<file path="config.mk">
export PLATFORM = sky130hd
export DESIGN_NAME = fire_squeeze_sequencer
export DESIGN_NICKNAME = d
export VERILOG_FILES = /design/src/rtl/fire_seq_pkg.sv /design/src/rtl/fire_seq_mod_counter.sv /design/src/rtl/fire_squeeze_sequencer.sv
export SDC_FILE = /design/constraint.sdc
export NUM_CORES = 1
export LEC_CHECK = 0
export CAP_MARGIN = 20
export CORE_AREA = 2 2 59 72
export CTS_CLUSTER_DIAMETER = 200
export DETAILED_ROUTE_END_ITERATION = 12
export DIE_AREA = 0 0 61 74
export GPL_TIMING_DRIVEN = 0
export PLACE_DENSITY = 0.6
export SYNTH_ARGS = -nofsm -noshare
export SYNTH_HDL_FRONTEND = slang
export SYNTH_SLANG_ARGS = --single-unit
</file>
<file path="constraint.sdc">
create_clock -name clk -period 1.8 [get_ports clk]
set_input_delay 0.18 -clock clk [delete_from_list [all_inputs] [get_ports clk]]
set_output_delay 0.18 -clock clk [all_outputs]
set_load 0.02 [all_outputs]
</file>
<file path="src/rtl/fire_seq_pkg.sv">
// Shared types and constants for the fire-squeeze layer sequencer.
// Imported by the sequencer top and by its counter sub-module.
package fire_seq_pkg;

    typedef enum logic [1:0] {
        IDLE     = 2'd0,
        RUN      = 2'd1,
        DRAIN    = 2'd2,
        WAIT_ACK = 2'd3
    } fire_seq_state_t;

    // Strobe latencies relative to the last beat of a MAC window
    localparam int CLR_LAT    = 1;
    localparam int SAMPLE_LAT = 2;

    function automatic int mac_len(input int kernel_dim, input int chin);
        return kernel_dim * kernel_dim * chin;
    endfunction

endpackage

</file>
<file path="src/rtl/fire_seq_mod_counter.sv">
// Modulo-N counter with async active-low clear, sync clear and enable.
// In SATURATE mode the count stops at N instead of wrapping to zero.
module fire_seq_mod_counter #(
    parameter int N        = 4,
    parameter int W        = 2,
    parameter bit SATURATE = 1'b0
) (
    input  logic         clk,
    input  logic         rst_n,
    input  logic         clr_i,
    input  logic         en_i,
    output logic [W-1:0] count_o,
    output logic         wrap_o
);

    localparam logic [W-1:0] LAST = W'(N - 1);
    localparam logic [W-1:0] TOP  = W'(N);

    logic [W-1:0] count_q;
    logic [W-1:0] count_d;
    logic         at_last_s;

    assign at_last_s = (count_q == LAST);
    // wrap_o flags the enabled step that completes the N-th count
    assign wrap_o    = en_i && !clr_i && at_last_s;
    assign count_o   = count_q;

    // next-count selection: clear, then wrap or saturate, then hold
    always_comb begin
        count_d = count_q;
        if (clr_i) begin
            count_d = '0;
        end else if (en_i) begin
            if (SATURATE) begin
                if (count_q != TOP) begin
                    count_d = count_q + W'(1);
                end else begin
                    count_d = count_q;
                end
            end else if (at_last_s) begin
                count_d = '0;
            end else begin
                count_d = count_q + W'(1);
            end
        end else begin
            count_d = count_q;
        end
    end

    // count register
    always_ff @(posedge clk or negedge rst_n) begin
        if (!rst_n) begin
            count_q <= '0;
        end else begin
            count_q <= count_d;
        end
    end

endmodule

</file>
<file path="src/rtl/fire_squeeze_sequencer.sv">
// Sequences one fire-squeeze convolution layer: gates the ifm stream into the
// MAC array, drives the weight-ROM address and per-pixel clear/sample strobes.
module fire_squeeze_sequencer
    import fire_seq_pkg::*;
#(
    parameter int WOUT       = 32,
    parameter int CHIN       = 128,
    parameter int KERNEL_DIM = 1,
    parameter int ADDR_W     = (mac_len(KERNEL_DIM, CHIN) > 1) ? $clog2(mac_len(KERNEL_DIM, CHIN)) : 1,
    parameter int PIX_W      = $clog2(WOUT * WOUT) + 1
) (
    input  logic              clk,
    input  logic              rst,
    input  logic              start,
    input  logic              ifm_valid,
    output logic              layer_en,
    output logic [ADDR_W-1:0] rom_address,
    output logic              clr_pulse,
    output logic              sample,
    output logic [PIX_W-1:0]  pix_count,
    output logic              busy,
    output logic              done,
    input  logic              ram_feedback
);

    localparam int MAC_LEN = mac_len(KERNEL_DIM, CHIN);
    localparam int MAC_W   = (MAC_LEN > 1) ? $clog2(MAC_LEN) : 1;
    localparam int NPIX    = WOUT * WOUT;
    localparam int GAP     = SAMPLE_LAT - CLR_LAT;
    localparam logic [PIX_W-1:0] LAST_PIX = PIX_W'(NPIX - 1);

    fire_seq_state_t state_q;
    fire_seq_state_t state_d;

    logic [MAC_W-1:0] mac_cnt_s;
    logic             mac_wrap_s;
    logic [PIX_W-1:0] pix_cnt_s;
    logic             pix_last_s;
    logic             accept_s;
    logic             launch_s;
    logic             last_beat_s;
    logic [PIX_W-1:0] pix_seen_s;

    logic             clr_pulse_q;
    logic [GAP-1:0]   sample_pipe_q;
    logic             last_sample_q;
    logic             busy_q;
    logic             done_q;

    assign accept_s = (state_q == RUN) && ifm_valid;
    assign launch_s = (state_q == IDLE) && start;

    // pix_count lags the beat stream by the clear strobe, so add it back to
    // know which pixel the current window belongs to
    assign pix_seen_s  = pix_cnt_s + {{(PIX_W-1){1'b0}}, clr_pulse_q};
    assign last_beat_s = accept_s && mac_wrap_s && (pix_seen_s == LAST_PIX);

    fire_seq_mod_counter #(
        .N        (MAC_LEN),
        .W        (MAC_W),
        .SATURATE (1'b0)
    ) u_mac_cnt (
        .clk     (clk),
        .rst_n   (rst),
        .clr_i   (launch_s),
        .en_i    (accept_s),
        .count_o (mac_cnt_s),
        .wrap_o  (mac_wrap_s)
    );

    fire_seq_mod_counter #(
        .N        (NPIX),
        .W        (PIX_W),
        .SATURATE (1'b1)
    ) u_pix_cnt (
        .clk     (clk),
        .rst_n   (rst),
        .clr_i   (launch_s),
        .en_i    (clr_pulse_q),
        .count_o (pix_cnt_s),
        .wrap_o  (pix_last_s)
    );

    // layer control next-state
    always_comb begin
        state_d = state_q;
        case (state_q)
            IDLE: begin
                if (start) begin
                    state_d = RUN;
                end else begin
                    state_d = IDLE;
                end
            end
            RUN: begin
                if (last_beat_s) begin
                    state_d = DRAIN;
                end else begin
                    state_d = RUN;
                end
            end
            DRAIN: begin
                if (last_sample_q) begin
                    state_d = WAIT_ACK;
                end else begin
                    state_d = DRAIN;
                end
            end
            WAIT_ACK: begin
                if (ram_feedback) begin
                    state_d = IDLE;
                end else begin
                    state_d = WAIT_ACK;
                end
            end
            default: begin
                state_d = IDLE;
            end
        endcase
    end

    // state, strobe pipeline and status flags
    always_ff @(posedge clk or negedge rst) begin
        if (!rst) begin
            state_q       <= IDLE;
            clr_pulse_q   <= 1'b0;
            sample_pipe_q <= '0;
            last_sample_q <= 1'b0;
            busy_q        <= 1'b0;
            done_q        <= 1'b0;
        end else begin
            state_q          <= state_d;
            clr_pulse_q      <= accept_s && mac_wrap_s;
            sample_pipe_q[0] <= clr_pulse_q;
            for (int i = 1; i < GAP; i++) begin
                sample_pipe_q[i] <= sample_pipe_q[i-1];
            end
            last_sample_q    <= pix_last_s;
            busy_q           <= (state_d == RUN) || (state_d == DRAIN);
            done_q           <= (state_d == WAIT_ACK);
        end
    end

    assign layer_en    = accept_s;
    assign rom_address = ADDR_W'(mac_cnt_s);
    assign clr_pulse   = clr_pulse_q;
    assign sample      = sample_pipe_q[GAP-1];
    assign pix_count   = pix_cnt_s;
    assign busy        = busy_q;
    assign done        = done_q;

endmodule

</file>
==> qor.csv <==
metric,value,unit
crit_path_cell_trace,nand3b_4 -> nor4_4 -> and4b_1 -> a22o_1 -> ha_1,
setup_repair_after_global_routing_missed_its_margin,yes,
fin_tns_setup,0,ns
routed-wl-met2,1.42,mm
timing.critical_path.fanout_max,6,
synth-seq-cells,25,
syn_to_final_growth,38.8,%
p_per_cell_area,927,nW/um^2
fin_skew,0.00281,ns
timing.hold.ws,0.234,ns
cts_num_sinks,25,
pin_slew_with_the_least_headroom_to_its_limit,0.520,ns
leading_cell_type_in_the_layout_fill_and_taps_excluded,clkdlybuf4s50_1,
leakage_power,0.754,nW
share_of_final_layout_standard_cells_stronger_than_drive_strength_1,16.4,%
antenna-diode-count,0,
drt_pre_antenna_iters,4,
ctsLongestPathBuffers,2,
worst-path-stages,5,
ys.flop_type,dfrtp_1,
syn-cell-area,1330,sq um
mostFrequentLayoutCells,"26 x clkdlybuf4s50_1, 20 x dfrtp_1, 16 x nor2_1",
clock_tree.htree_level_count,1,
part_of_the_total_power_dissipated_in_combinational_logic,36.3,%
mapped_nets,143,
share_seq_of_total_power,44.6,%
critical_path.endpoint_type,flip-flop,
drt_iter0_drc,45,
async_flop_share,100,%
synth_edf_count,0,
final.min_clock_period,1.79,ns
floorplan.io_pins,28,
critical_path.max_stage_delay,0.44,ns
wl_met1,1.40,mm
final_core_util,48.0,%
multi_input_comb_area,714,sq um
timing.max_cap.violations,0,
route.detailed.wl_per_inst,12.9,microns
share_clk_of_total_power,19.1,%
irDropWorstVdd,0.364,mV
gr-usage-all-layers,14.4,%
min_period_over_period,99.4,%
place.detailed.hpwl,2.08,mm
synth_warnings,0,
netSwitchingFraction,34.1,%
slew_viol_final,0,
timing.critical_path.buf_inv,0,
slew_hr,65.2,%
setup-violations-final,0,
seq_area_frac_synth,47.0,%
layout.nets,183,
numCtsBuffers,3,
met3_wire_length,83,microns
grt_pass1_wl,4.95,mm
fin_ws,0.0109,ns
placement.io_buffers,27,
vias,1094,
power.switching,0.584,mW
first_global_vias,1103,
gpl.final_weighted_congestion,0.775,
register_area,632,sq um
clock.fmax,559,MHz
critical_path.startpoint_type,flip-flop,
postSynthCellCount,132,
clock_pin_transition_on_the_worst_setup_and_hold_timing_paths,0.08,ns
min-delay-path-class,primary input to asynchronous set/reset pin,
clock_tree_from_tritoncts,built,
top_family_by_delay_on_critical_path,simple AND/OR/NAND/NOR gates,
die-width,61,microns
power_report.internal_total,1.13,mW
route.detailed.vias_per_inst,4.86,
holdBufCountCts,0,
die_boundary_height,74,microns
r2r.worst_path.cells,5,
critical_path.slowest_cell,dfrtp_2,
initial_antenna_violation_count,0,
floorplan.initialDensity,34.6,%
final_hold_viol_count,0,
syn_area_per_cell,10.1,sq um
dp_slack,-0.191,ns
arrival,1.94,ns
buffer_cell_driving_the_clock_tree_root,clkbuf_8,
filler_cell_count,380,
core.rowCount,25,
floorplan.die_area,4510,sq um
status,finished clean,
top_layer,met4,
core_footprint,3850,sq um
detail_route.drc_violations,0,
post_synth_num_cell_types,35,
insertion_delay,0.26,ns
setup.worst_path.class,flip-flop to flip-flop,
finalWirelength,2.91,mm
ant_nets,0,
grt_overflow_total,0,
worstPathRequired,1.95,ns
maximum_number_of_pins_on_one_net_before_global_route_repair,19,
## what timing repair did
item                                    CTS  global route
endpoints found under the setup margin   12             2
cloned                                    0             0
gates resized for setup                   4             4
buffers inserted                          5             2
pin swaps                                 3             2
## per-stage QoR
stage | power, mW | area (sq um) | cells
final | 1.71 | 1850 | 225
after global routing | 1.83 | 1850 | 225
after CTS | 1.68 | 1810 | 223
after detailed placement | 1.33 | 1720 | 214
after global placement | 1.31 | 1700 | 213
after floorplan | 1.07 | 1360 | 132
## power groups by stage
stage | clock (mW) | sequential, mW | combinational [mW]
2_1_floorplan | 0 | 0.870 | 0.197
3_3_place_gp | 0 | 0.769 | 0.540
3_5_place_dp | 0 | 0.772 | 0.557
4_1_cts | 0.341 | 0.751 | 0.591
5_1_grt | 0.367 | 0.779 | 0.685
6_report | 0.327 | 0.764 | 0.621
## worst reg2reg max path, stage by stage (launching register included)
cell and delay (ns):
dfrtp_2 0.44, nand3b_4 0.21, nor4_4 0.34, and4b_1 0.27
a22o_1 0.18, ha_1 0.23
## registers in the layout (all words and copies together) (netlist names)
register and count:
sample 1, done 1, u_pix_cnt.count_o 11, last_sample_q 1, clr_pulse 1, u_mac_cnt.count_o 7, state_q 2, busy 1
## final cells by class
cell class              count  share of cell area (%)
multi-input cells          98                    38.7
flip-flops and latches     25                    34.2
repair buffers             35                    18.9
well taps                  54                    3.66
clock buffers               4                    2.44
inverters                   6                    1.22
plain buffers               3                   0.814
## path summary, 6_finish.rpt
kind	to	startpoint	slack, ns
min in group clk	u_mac_cnt.count_o[4]$_DFFE_PN0P_	u_mac_cnt.count_o[4]$_DFFE_PN0P_	0.58
max reg2reg	busy$_DFF_PN0_	state_q[1]$_DFF_PN0_	0.01
min	done$_DFF_PN0_	rst	0.23
max	busy$_DFF_PN0_	state_q[1]$_DFF_PN0_	0.01
max in group asynchronous	clr_pulse$_DFF_PN0_	rst	1.11
min reg2reg	u_mac_cnt.count_o[4]$_DFFE_PN0P_	u_mac_cnt.count_o[4]$_DFFE_PN0P_	0.58
## layer usage
metal  track usage (%)  vias up
met4              3.62        0
met2              24.3       23
li1                  -      539
met1              19.1      530
met3              2.26        2
met5                 0        -
## logic make-up after synthesis
kind of cell / share of synthesized area [%]
muxes: 1.51
AOI/OAI and AO/OA: 6.68
xor gates and xnor gates: 9.88
DFF: 47.0
and+or+nand+nor: 26.4
adders and majority gates: 5.64
buffers and inverters: 2.82
## cells in the mapped netlist (2+ instances only)
master	n	share of area (%)
nor4_1	2	0.94
buf_2	3	1.1
xnor2_1	9	5.9
o21ai_0	2	0.75
nand3_1	6	2.3
nor3_1	4	1.5
mux2i_1	2	1.5
dfrtp_1	25	47
ha_1	6	5.6
nand4_1	7	3.3
inv_1	6	1.7
nor2b_1	2	0.94
nand2_1	12	3.4
nor2_1	16	4.5
a21oi_1	5	1.9
xor2_1	6	4.0
(Power assumes the default switching activity.)
